**config.mk**
```make
export PLATFORM = sky130hd
export DESIGN_NAME = keypad_scanner
export DESIGN_NICKNAME = d
export VERILOG_FILES = /design/src/rtl/keypad_scanner.sv
export SDC_FILE = /design/constraint.sdc
export NUM_CORES = 1
export LEC_CHECK = 0
export CORE_ASPECT_RATIO = 2
export CORE_MARGIN = 4
export CORE_UTILIZATION = 35
export CTS_BUF_LIST = sky130_fd_sc_hd__clkbuf_8
export DETAILED_ROUTE_END_ITERATION = 10
export HOLD_SLACK_MARGIN = 0.15
export SYNTH_ARGS = -nofsm -noshare
export SYNTH_HDL_FRONTEND = slang
export SYNTH_SLANG_ARGS = --single-unit
```
**constraint.sdc**
```tcl
create_clock -name i_clk -period 1.9 [get_ports i_clk]
set_input_delay 0.38 -clock i_clk [delete_from_list [all_inputs] [get_ports i_clk]]
set_output_delay 0.38 -clock i_clk [all_outputs]
set_load 0.05 [all_outputs]
```
**src/rtl/keypad_scanner.sv**
```systemverilog
// keypad_scanner: 4x4 matrix keypad scanner with synchronised rows and press/release debounce
module keypad_scanner #(
    parameter int SCAN_DIV     = 1000,
    parameter int DEBOUNCE_CNT = 16
) (
    input  logic       i_clk,
    input  logic       i_rst_n,
    input  logic [3:0] i_row,
    output logic [3:0] o_col,
    output logic [3:0] o_key_code,
    output logic       o_key_valid,
    output logic       o_key_pulse
);

    localparam int            DW       = $clog2(SCAN_DIV);
    localparam logic [DW-1:0] DIV_LAST = DW'(SCAN_DIV - 1);
    localparam logic [7:0]    DB_LAST  = 8'(DEBOUNCE_CNT);
    localparam logic          DB_ONE   = (DEBOUNCE_CNT == 1);

    typedef enum logic [1:0] {SCAN, DEBOUNCE, HELD, RELEASE} state_t;

    state_t        state_q, state_d;
    logic [3:0]    row_meta_q, row_s_q;
    logic [DW-1:0] div_cnt_q, div_cnt_d;
    logic [1:0]    col_idx_q, col_idx_d;
    logic [1:0]    cand_row_q, cand_row_d;
    logic [7:0]    db_cnt_q, db_cnt_d;
    logic [3:0]    col_q, col_d;
    logic [3:0]    key_code_q, key_code_d;
    logic          key_valid_q, key_valid_d;
    logic          key_pulse_q, key_pulse_d;

    logic          tick;
    logic          any_low;
    logic          cand_low;
    logic          db_hit;
    logic [7:0]    db_next;
    logic [1:0]    low_row;
    logic          accept;
    logic          released;

    // Two-flop synchroniser for the asynchronous, pulled-up rows
    always_ff @(posedge i_clk or negedge i_rst_n) begin
        if (!i_rst_n) begin
            row_meta_q <= 4'hF;
            row_s_q    <= 4'hF;
        end else begin
            row_meta_q <= i_row;
            row_s_q    <= row_meta_q;
        end
    end

    // Shared decision terms: dwell tick, lowest low row, candidate level, debounce count
    always_comb begin
        tick     = (div_cnt_q == DIV_LAST);
        any_low  = (row_s_q != 4'hF);
        low_row  = !row_s_q[0] ? 2'd0 : !row_s_q[1] ? 2'd1 : !row_s_q[2] ? 2'd2 : 2'd3;
        cand_low = !row_s_q[cand_row_q];
        db_next  = db_cnt_q + 8'd1;
        db_hit   = (db_next == DB_LAST);
    end

    // FSM state register
    always_ff @(posedge i_clk or negedge i_rst_n) begin
        if (!i_rst_n) state_q <= SCAN;
        else          state_q <= state_d;
    end

    // FSM next state: every decision is taken only on the dwell tick
    always_comb begin
        state_d = state_q;
        if (tick) begin
            case (state_q)
                SCAN:     state_d = !any_low ? SCAN : DB_ONE ? HELD : DEBOUNCE;
                DEBOUNCE: state_d = !cand_low ? SCAN : db_hit ? HELD : DEBOUNCE;
                HELD:     state_d = cand_low ? HELD : DB_ONE ? SCAN : RELEASE;
                RELEASE:  state_d = cand_low ? HELD : db_hit ? SCAN : RELEASE;
                default:  state_d = SCAN;
            endcase
        end
    end

    // FSM outputs and datapath: column advance, candidate latch, debounce count, key registers
    always_comb begin
        accept      = (state_d == HELD) && (state_q == SCAN || state_q == DEBOUNCE);
        released    = (state_d == SCAN) && (state_q == HELD || state_q == RELEASE);
        div_cnt_d   = tick ? '0 : div_cnt_q + 1'b1;
        col_idx_d   = (tick && state_d == SCAN) ? col_idx_q + 2'd1 : col_idx_q;
        col_d       = ~(4'b0001 << col_idx_d);
        cand_row_d  = (tick && state_q == SCAN && any_low) ? low_row : cand_row_q;
        db_cnt_d    = db_cnt_q;
        if (tick) begin
            if (state_q == SCAN && any_low)      db_cnt_d = 8'd1;
            if (state_q == DEBOUNCE && cand_low) db_cnt_d = db_next;
            if (state_q == HELD && !cand_low)    db_cnt_d = 8'd1;
            if (state_q == RELEASE && !cand_low) db_cnt_d = db_next;
        end
        key_code_d  = accept ? {cand_row_d, col_idx_q} : key_code_q;
        key_valid_d = accept ? 1'b1 : released ? 1'b0 : key_valid_q;
        key_pulse_d = accept;
    end

    // Datapath and output registers
    always_ff @(posedge i_clk or negedge i_rst_n) begin
        if (!i_rst_n) begin
            div_cnt_q   <= '0;
            col_idx_q   <= 2'd0;
            cand_row_q  <= 2'd0;
            db_cnt_q    <= 8'd0;
            col_q       <= 4'b1110;
            key_code_q  <= 4'h0;
            key_valid_q <= 1'b0;
            key_pulse_q <= 1'b0;
        end else begin
            div_cnt_q   <= div_cnt_d;
            col_idx_q   <= col_idx_d;
            cand_row_q  <= cand_row_d;
            db_cnt_q    <= db_cnt_d;
            col_q       <= col_d;
            key_code_q  <= key_code_d;
            key_valid_q <= key_valid_d;
            key_pulse_q <= key_pulse_d;
        end
    end

    assign o_col       = col_q;
    assign o_key_code  = key_code_q;
    assign o_key_valid = key_valid_q;
    assign o_key_pulse = key_pulse_q;

endmodule

```
-- After elaboration in Yosys (flattened, before gate mapping)
Cells that the tools add are included.
- bits in registers: 42
- output and inout bits: 10
- logic and storage cells: 63
- add/subtract/negate cells: 3
- magnitude comparators: 1
- equality and inequality tests: 7
- shift-type cells: 1
- mux-type cells: 22
- bitwise logic cells: 1
- reductions and logical operators: 17
- operators by type and width (operator ; count):
    $mux W8 ; 4
    $mux W2 ; 9
    $add A10 B1 Y10 const B ; 1
    $eq A10 B10 Y1 const B ; 1
    $mux W10 ; 1
    $logic_and A1 B1 Y1 ; 9
    $add A8 B1 Y8 const B ; 1
    $eq A8 B5 Y1 const B ; 1
    $pmux W2 S4 ; 1
    $eq A2 B2 Y1 const B ; 3
    $mux W1 ; 6
    $logic_not A2 Y1 ; 2
    $ne A4 B4 Y1 const B ; 1
    $not A4 Y4 ; 1
    $reduce_bool A4 Y1 ; 1
    $shl A1 B2 Y4 const A ; 1
    $lt A2 B3 Y1 const B ; 1
    $add A2 B1 Y2 const B ; 1
    $bmux W1 S2 ; 1
    $eq A2 B1 Y1 const B ; 1
    $logic_or A1 B1 Y1 ; 2
    $reduce_and A2 Y1 ; 1
    $reduce_bool A2 Y1 ; 1
    $logic_not A1 Y1 ; 1

-- Logic depth before layout (Yosys ltp)
- depth in word-level cells: 11
- depth in mapped cells: 7

-- Worst setup path before layout
OpenSTA, ideal clock, no wires.
- path kind: reg2reg
- start point: reg div_cnt_q[0]
- end point: reg col_idx_q[1]
- arrival: 1819 ps
- data required time: 1776 ps
- setup slack: -44 ps
- cell stages (with the launch flop): 7
- buffers on the path: 0
- clock period less this slack: 1944 ps
- path through: dfrtp_1 -> ha_1 -> nand2_1 -> nor3_4 -> or3b_1 -> a211o_1 -> xnor2_1
- word-level cells in the longest chain between the ends: 5
- RTL lines (element ; RTL line ; RTL):
    start: declaration ; 24 ; logic [DW-1:0] div_cnt_q, div_cnt_d;
    start signal: assignment ; 115 ; div_cnt_q <= div_cnt_d;
    $eq A10 B10 Y1 (*) ; 55 ; tick = (div_cnt_q == DIV_LAST);
    $mux W2 ; 72 ; if (tick) begin
    $logic_not A2 Y1 ; 88 ; col_idx_d = (tick && state_d == SCAN) ? col_idx_q + 2'd1 : col_idx_q;
    $logic_and A1 B1 Y1 (*) ; 88 ;
    $mux W2 (*) ; 88 ;
    net col_idx_d[1] ; 25 ; logic [1:0] col_idx_q, col_idx_d;
    end signal: assignment ; 116 ; col_idx_q <= col_idx_d;
    end: declaration ; 25 ;
Mark *: on every way through the listed nets, which the timed path passes. The rest lies on a longest branch.
A chain may end at the register's enable or synchronous reset.

-- Final worst setup path
- start point: reg row_s_q[3]
- end point: reg col_q[3], in the netlist o_col[3]
- word-level cells in the longest chain between the ends: 10
- elaborated cells on any way between the ends: 14
- RTL lines (element ; RTL line ; RTL):
    start: declaration ; 23 ; logic [3:0] row_meta_q, row_s_q;
    start signal: assignment ; 49 ; row_s_q <= row_meta_q;
    $bmux W1 S2 ; 58 ; cand_low = !row_s_q[cand_row_q];
    $mux W1 (not written as such) ; 58 ;
    $mux W2 (tied with other cells) ; 77 ; RELEASE: state_d = cand_low ? HELD : db_hit ? SCAN : RELEASE;
    $pmux W2 S4 (*) ; 73 ; case (state_q)
    $mux W2 (*) ; 72 ;
    $logic_not A2 Y1 (*) ; 88 ;
    $logic_and A1 B1 Y1 (*) ; 88 ;
    $mux W2 (*) ; 88 ;
    $shl A1 B2 Y4 (*) ; 89 ; col_d = ~(4'b0001 << col_idx_d);
    $not A4 Y4 (*) ; 89 ;
    net col_d[3] ; 28 ; logic [3:0] col_q, col_d;
    end signal: assignment ; 119 ; col_q <= col_d;
    end: declaration ; 28 ;
Mark *: on every way through the listed nets, which the timed path passes. The rest lies on a longest branch. The select of a mux whose other input is x is not followed.

==> metrics.txt <==
Worst-path clk slew=0.08 ns; synthesized area=about 0.0019 mm^2; CTS buffer count=5; unrepaired setup endpoints after global routing=yes; predominant post-synthesis flop cell=dfrtp_1; Synth Area per Inst=11.8 um^2; Clock Skews=0.00607 ns; Final Non-Filler Cells=280; IO buf count=15; final setup violation count=9; most frequent cells in the layout=47 x buf_4, 31 x dfrtp_1, 12 x nor2_1, 12 x nand2_1, 11 x dfstp_2; slew at the pin closest to its max-slew limit=0.517 ns; CP Capture Type=flip-flop; Root Buffer=clkbuf_8; CTS tree=yes; fraction of layout cells with a size suffix above 1=between 40% and 50%; largest net degree at the start of global routing=43; Detailed Route WL=4.44 mm; die area=about 0.0067 mm^2; first drt pass iteration count=4; Starting Density=36.6%; leak pwr=approximately 1.1 nW; ys async rst share=100%; mux cell area share after synthesis=under 10%; Cells after Synth=between 150 and 200; commonest non-fill, non-tap cell in the layout=buf_4; Total GRT Usage=14.0%; syn nets=169; max cap viols=0; Critical Path Max Stage Delay=approximately 0.55 ns; IO Pins=16; routed len/inst=15.9 um; Routed Antenna Nets=0; Die Span X=60.1 um; outcome=complete, but fails checks; final worst slack=-0.0313 ns; synth unique cells=45; P&R area growth vs syn=36.5%; failing checks=setup timing; Final min period=between 1.5 and 2 ns; vias post-DR=approximately 1,500; worst-skew pair later-pin latency=0.29 ns; mean number of vias per cell=5.25; Final period util=102%; top cell type's share of synthesized area=40.8%; CP cell instances=mux4_2, nor2b_4, or3b_4, a21oi_4, mux2i_1; H-tree Lvls=2; dpl hpwl=3.18 mm; critical path required time=around 2.1 ns; Longest Clk Path Bufs=2; initial antenna violation count=0; sequential cell area fraction in the yosys report=56.1%; CP arrival=2.15 ns; Post-synth EDFFs=0; die height=112 um; Final nets=229; vias in the first global route=1,598; Clock Sinks=42; FP Rows=37; VDD IR max=749 uV; PD cells=585 mW/mm^2; final routed DRC violation total=0; initial detailed-routing violation count=29; Antenna Cells=0; Place WS=-0.185 ns; Synth Area in Adders=1.32%; post-route cell area=0.00259 mm^2; largest family of logic cells by synthesized area=simple AND/OR/NAND/NOR gates; Final Max Slew Viols=0; CP startpoint kind=flip-flop; Hold Crit Class=in -> async; GPL Wtd Cong=roughly 0.76; cell area after placement=about 0.0023 mm^2; post-synthesis compound-gate area fraction=about a tenth; Rel. slew slack=65.5%; crit-path max FO=6; final hold viol count=0; GRT overflow=0; top cells by area, synth=dfrtp_1 41%, dfstp_2 15%, xnor2_1 3.7%; Fillers=483; flops & latches, synth=42; Yosys Warn Count=0; Post-Synth XOR/XNOR Area=under 10%; Synth Area in Simple Gates=18.5%; placed cells=259; Max Freq=518 MHz; final core utilization=roughly half; cell type with the highest aggregate area in the netlist=dfrtp_1; WS Path Type=reg -> reg; CORE AREA=0.00518 mm^2; slowest CP cell=dfstp_2; first-pass GRT wire length=7.19 mm
==> cell type report <==
type                            instances  area [um^2]  share of cell area [%]
Sequential cell                        42         1060                    41.1
Inverter                                4         15.0                   0.579
Tap cell                               58         72.6                    2.80
Clock inverter                          3         17.5                   0.676
Clock buffer                            5         68.8                    2.65
Multi-Input combinational cell        112          916                    35.3
Timing Repair Buffer                   56          438                    16.9
==> cell families (layout without fill, tap and decap cells) <==
logic type               after synthesis  in the layout
AO/OA/AOI/OAI                         25             25
buffers and inverters                  7             68
multiplexers                          11             11
adder cells (fa/ha/maj)                2              2
XOR/XNOR                              12             12
flip-flops                            42             42
AND/OR/NAND/NOR                       62             62
==> worst max-delay path, delay by kind of cell (launching register included) <==
| kind | cells | cell delay [ns] |
|---|---|---|
| muxes | 2 | 0.61 |
| and+or+nand+nor | 2 | 0.45 |
| AOI/OAI and AO/OA | 1 | 0.23 |
| DFF | 1 | 0.55 |
==> repair_timing <==
| item | in CTS | in global routing |
|---|---|---|
| setup buffers | 8 | 5 |
| resized for setup | 12 | 11 |
| endpoints found under the setup margin | 15 | 19 |
| pin swaps | 6 | 4 |
| hold buffers | 0 | 0 |
==> flip-flops by register name, indices dropped and copies added, names as in the netlist <==
signal / flops
db_cnt_q: 8
row_s_q: 4
col_idx_q: 2
div_cnt_q: 10
o_col: 4
o_key_pulse: 1
o_key_valid: 1
cand_row_q: 2
o_key_code: 4
state_q: 2
row_meta_q: 4
==> through the flow <==
step	TNS, ns	power [mW]	hold WS (ns)
floorplan	-0.0170	0.936	0.0844
global placement	-0.103	0.968	0.346
detailed placement	-1.34	0.971	0.350
CTS	-0.353	1.55	0.153
global route	-1.60	1.59	0.169
finish	-0.105	1.52	0.134
==> report_power, final <==
part | switching, mW | internal [mW]
clock | 0.301 | 0.254
combinational | 0.0275 | 0.0215
sequential | 0.00461 | 0.909
==> cells in the mapped netlist (2+ instances only) <==
cell type / instances
xnor2_1: 8
mux2_1: 3
mux2_2: 2
nor2_1: 12
xor2_1: 4
nor2b_1: 4
nand2b_1: 2
o31ai_1: 2
nand2_1: 16
dfrtp_1: 31
ha_1: 2
a211o_1: 3
and2_1: 5
o21ai_0: 7
mux2i_1: 5
nor4_1: 2
nand3_1: 11
dfstp_2: 11
clkbuf_1: 2
inv_1: 4
==> final timing paths <==
check / from / end / slack (ns) / cells past startpoint
max in group asynchronous: i_rst_n / o_col[1] / 1.38 / 2
setup / recovery: row_s_q[3] / o_col[3] / -0.03 / 5
hold / removal: i_rst_n / div_cnt_q[8] / 0.13 / 2
setup reg to reg: row_s_q[3] / o_col[3] / -0.03 / 5
min in group i_clk: row_meta_q[0] / row_s_q[0] / 0.36 / 0
hold reg to reg: row_meta_q[0] / row_s_q[0] / 0.36 / 0
==> metal layers <==
layer / GRT usage, % / wire length, um / vias up
met5: 0 / 0 / -
met4: 5.92 / 158 / 0
met3: 2.42 / 137 / 16
met2: 26.4 / 2620 / 32
met1: 14.0 / 1530 / 733
li1: - / - / 689
Note: power is estimated with default switching activity, not from simulation.
==> edit 1, RTL diff (same flow settings) <==
The parameter `SCAN_DIV` goes from 1000 to 250.
--- a/src/rtl/keypad_scanner.sv
+++ b/src/rtl/keypad_scanner.sv
@@ -1,5 +1,5 @@
 // keypad_scanner: 4x4 matrix keypad scanner with synchronised rows and press/release debounce
 module keypad_scanner #(
-    parameter int SCAN_DIV     = 1000,
+    parameter int SCAN_DIV     = 250,
     parameter int DEBOUNCE_CNT = 16
 ) (
Function: same outputs for any inputs over 10 cycles, from zero or initial values and one cycle with i_rst_n low; that may be too few to reach the edited logic, so the function may still have changed.
==> edit 1 against the unedited design <==
- the run still ends with negative setup slack left
- final area down 2.2%
- synthesized area is 0.66% higher
- wire length shrank 12%
- non-clock buffer count decreased by 4
- worst hold slack worse by 0.00092 ns
- critical path type unchanged
- power increased by 4.4%
- worst setup slack worse by 0.017 ns
- sequential cell count down 2
==> edit 1: results (changes against the unedited design) <==
| Metric | Value |
|---|---|
| Setup slack after layout | `-0.0485 ns (was -0.0313 ns)` |
| Mux cell area share after synthesis | `0.0857 (was 0.0679)` |
| Clock Skews | `0.00340 ns (was 0.00607 ns)` |
| Number of global-route vias before repair | `1524 (was 1598)` |
| Post-synthesis sequential area ratio | `0.531 (was 0.561)` |
| M1 wire length | `1.34 mm (was 1.53 mm)` |
| Met3 Wirelength | `129 um (was 137 um)` |
| Place WS | `-0.109 ns (was -0.185 ns)` |
| DRT iter0 DRCs | `26 (was 29)` |
| Area of placed instances | `2330 um^2 (was 2310 um^2)` |
| CP arrival | `2.12 ns (was 2.15 ns)` |
| Synth cell count leaders | `dfrtp_1, nor2_1, dfstp_2, nand2_1, nand3_1 (was dfrtp_1, nand2_1, nor2_1)` |
| Synth area leaders | `dfrtp_1, dfstp_2, mux2i_1, mux2_4, nand3_1 (was dfrtp_1, dfstp_2, xnor2_1, nand2_1, nand3_1)` |
| Failing checks | `negative setup slack (unchanged)` |
| Status | `finished, violations left (unchanged)` |
| Maximum number of pins on one net before global-route repair | `41 (was 43)` |
| Clock power frac | `0.415 (was 0.366)` |
| Worst r2r dst | `db_cnt_q[5] (was o_col[3])` |
| Endpoints failing setup | `7 (was 9)` |
| Setup tns final | `-0.124 ns (was -0.105 ns)` |
| Compound-Gate Fraction of Synth Area | `0.0910 (was 0.103)` |
| Crit Path Max Fanout | `8 (was 6)` |
| Static leakage | `1.15 nW (about the same)` |
| Sw frac | `0.194 (was 0.220)` |
| Avg Cell Area, Syn | `11.9 um^2 (was 11.8 um^2)` |
| Post-DR vias/cell | `5.10 (was 5.25)` |
| Path depth of the worst reg2reg path | `7 (was 5)` |
| Reg power frac | `0.550 (was 0.602)` |
| Adder-cell share of the synthesized area | `0.0196 (was 0.0132)` |
[edit 1: worst max-delay path, stage by stage, from the launching register on]
cell and delay, ns:
dfrtp_1 0.37, mux4_2 0.59, buf_6 0.16, nor2b_4 0.12
o311ai_2 0.08, buf_4 0.18, o21bai_1 0.16, a21o_1 0.18
[edit 1: layout make-up]
type                       count  area [um^2]
timing repair buffer          52          432
clock buffer                   5         68.8
fill                         485         2700
tap                           58         72.6
multi-input combinational    107          883
clock inverter                 3         38.8
inverter                       7         26.3
sequential                    40         1010
[edit 1: routing by layer]
layer	GRT usage	vias to the layer above
met5	0	-
met4	0.0651	0
met3	0.0265	11
met2	0.241	25
met1	0.124	689
li1	-	663
[edit 1: timing repair]
item	4_1_cts	5_1_grt
setup buffers	1	5
resized for setup	6	10
pin swaps	4	1
setup endpoints to repair	13	13
==> edit 2, RTL diff (config.mk and constraints unchanged) <==
Without the edit above. Re-encode `state_t` (4 states) as one-hot, 4 bits wide.
--- a/src/rtl/keypad_scanner.sv
+++ b/src/rtl/keypad_scanner.sv
@@ -18,5 +18,5 @@
     localparam logic          DB_ONE   = (DEBOUNCE_CNT == 1);
 
-    typedef enum logic [1:0] {SCAN, DEBOUNCE, HELD, RELEASE} state_t;
+    typedef enum logic [3:0] {SCAN = 4'b0001, DEBOUNCE = 4'b0010, HELD = 4'b0100, RELEASE = 4'b1000} state_t;
 
     state_t        state_q, state_d;
Function: no difference found for any inputs over 10 cycles, from zero or initial values and one cycle with i_rst_n low; not proved beyond that.
==> edit 2 against the unedited design <==
- the run still ends with negative setup slack left
- via count is 23% higher
- power is 22% higher
- worst setup slack worse by 0.087 ns
- sequential cell count is 2 higher
- wire length is 6.6% higher
- fmax is 4.3% lower
- worst hold slack better by 0.0012 ns
- die area is 11% higher
- critical path type unchanged
- synthesized area is 12% higher
- final area is 19% higher
==> edit 2: results (changes against the unedited design) <==
| Metric | Value |
|---|---|
| Status | `finished, violations left (unchanged)` |
| Placed Cells incl. Taps | `328 (was 259)` |
| Fraction of area in multi-input gates | `0.369 (was 0.353)` |
| Post-DP HPWL | `3.43 mm (was 3.18 mm)` |
| Clock buf/inv share | `0.0431 (was 0.0333)` |
| Area share of buffers outside the clock network | `0.195 (was 0.169)` |
| Buffers excl. clock | `73 (was 56)` |
| Setup bufs post-CTS | `2 (was 8)` |
| Synth area leaders | `dfrtp_1, dfstp_2, nor2_1, o21ai_0, nand2_1 (was dfrtp_1, dfstp_2, xnor2_1, nand2_1, nand3_1)` |
| Netlist cell types | `49 (was 45)` |
| GPL Wtd Cong | `0.821 (was 0.759)` |
| Critical-path top delay cell | `or4_4 (was dfstp_2)` |
| Static leakage | `1.41 nW (was 1.15 nW)` |
| Maximum number of pins on one net before global-route repair | `45 (was 43)` |
| Setup slack after layout | `-0.118 ns (was -0.0313 ns)` |
| Met3 Wirelength | `140 um (was 137 um)` |
| First-pass GRT wire length | `8.10 mm (was 7.19 mm)` |
| Area of placed instances | `2740 um^2 (was 2310 um^2)` |
| Met3 usage | `0.0285 (was 0.0242)` |
| Endpoints failing setup | `17 (was 9)` |
| Inverters | `3 (was 4)` |
| Wire per inst | `14.0 um (was 15.9 um)` |
| Crit path from | `cand_row_q[1] (was row_s_q[3])` |
| GR Util met2 | `0.254 (was 0.264)` |
| CP Capture Point | `o_key_code[3] (was o_col[3])` |
| DRT iter0 DRCs | `49 (was 29)` |
| DR pass1 iterations | `5 (was 4)` |
| Clk Latency, worst-skew pair | `0.31 ns (was 0.29 ns)` |
| Die area | `7490 um^2 (was 6740 um^2)` |
| Failing checks | `negative setup slack (unchanged)` |
| Crit Path Max Fanout | `5 (was 6)` |
| Hold_ws | `0.135 ns (was 0.134 ns)` |
| Number of global-route vias before repair | `1868 (was 1598)` |
| M1 GR Usage | `0.133 (was 0.140)` |
| Layout Nets | `283 (was 229)` |
| All-Layer GR Usage | `0.136 (was 0.140)` |
| P_int | `1.49 mW (was 1.18 mW)` |
| CP arrival | `2.22 ns (was 2.15 ns)` |
| Fraction of layout cells with a size suffix above 1 | `0.417 (was 0.414)` |
| P&R area growth vs syn | `44.2% (was 36.5%)` |
| FF+latch count | `44 (was 42)` |
| Max IR drop VDD | `0.000574 V (was 0.000749 V)` |
| Mapped Nets | `211 (was 169)` |
| Place WS | `-0.194 ns (was -0.185 ns)` |
| Synth cell count leaders | `dfrtp_1, nor2_1, nand2_1, o21ai_0, dfstp_2 (was dfrtp_1, nand2_1, nor2_1)` |
| Cells after Synth | `203 (was 161)` |
[edit 2: changes by cell type in the layout (fill, tap and decap cells not counted), sizes merged, moves of 4 or more]
cell / before / now
buf: 48 / 62
o21ai: 8 / 17
nor2: 12 / 20
a21oi: 2 / 9
nor3: 1 / 6
nand3b: 0 / 4
o2bb2ai: 0 / 4
[edit 2: cell families after synthesis]
logic type | count (synthesis) | synth area share
AND/OR/NAND/NOR | 75 | 0.184
XOR/XNOR | 10 | 0.0410
AO/OA/AOI/OAI | 51 | 0.156
buffers and inverters | 11 | 0.0240
adder cells (fa/ha/maj) | 2 | 0.0117
multiplexers | 10 | 0.0604
flip-flops | 44 | 0.523
[edit 2: power by group through the flow]
stage	Clock, mW	Sequential [mW]	Combinational [mW]
after detailed placement	0	0.973	0.0486
after floorplan	0	0.974	0.00744
after global placement	0	0.972	0.0482
after CTS	0.867	0.955	0.0507
final	0.840	0.955	0.0500
after global routing	0.905	0.957	0.0567
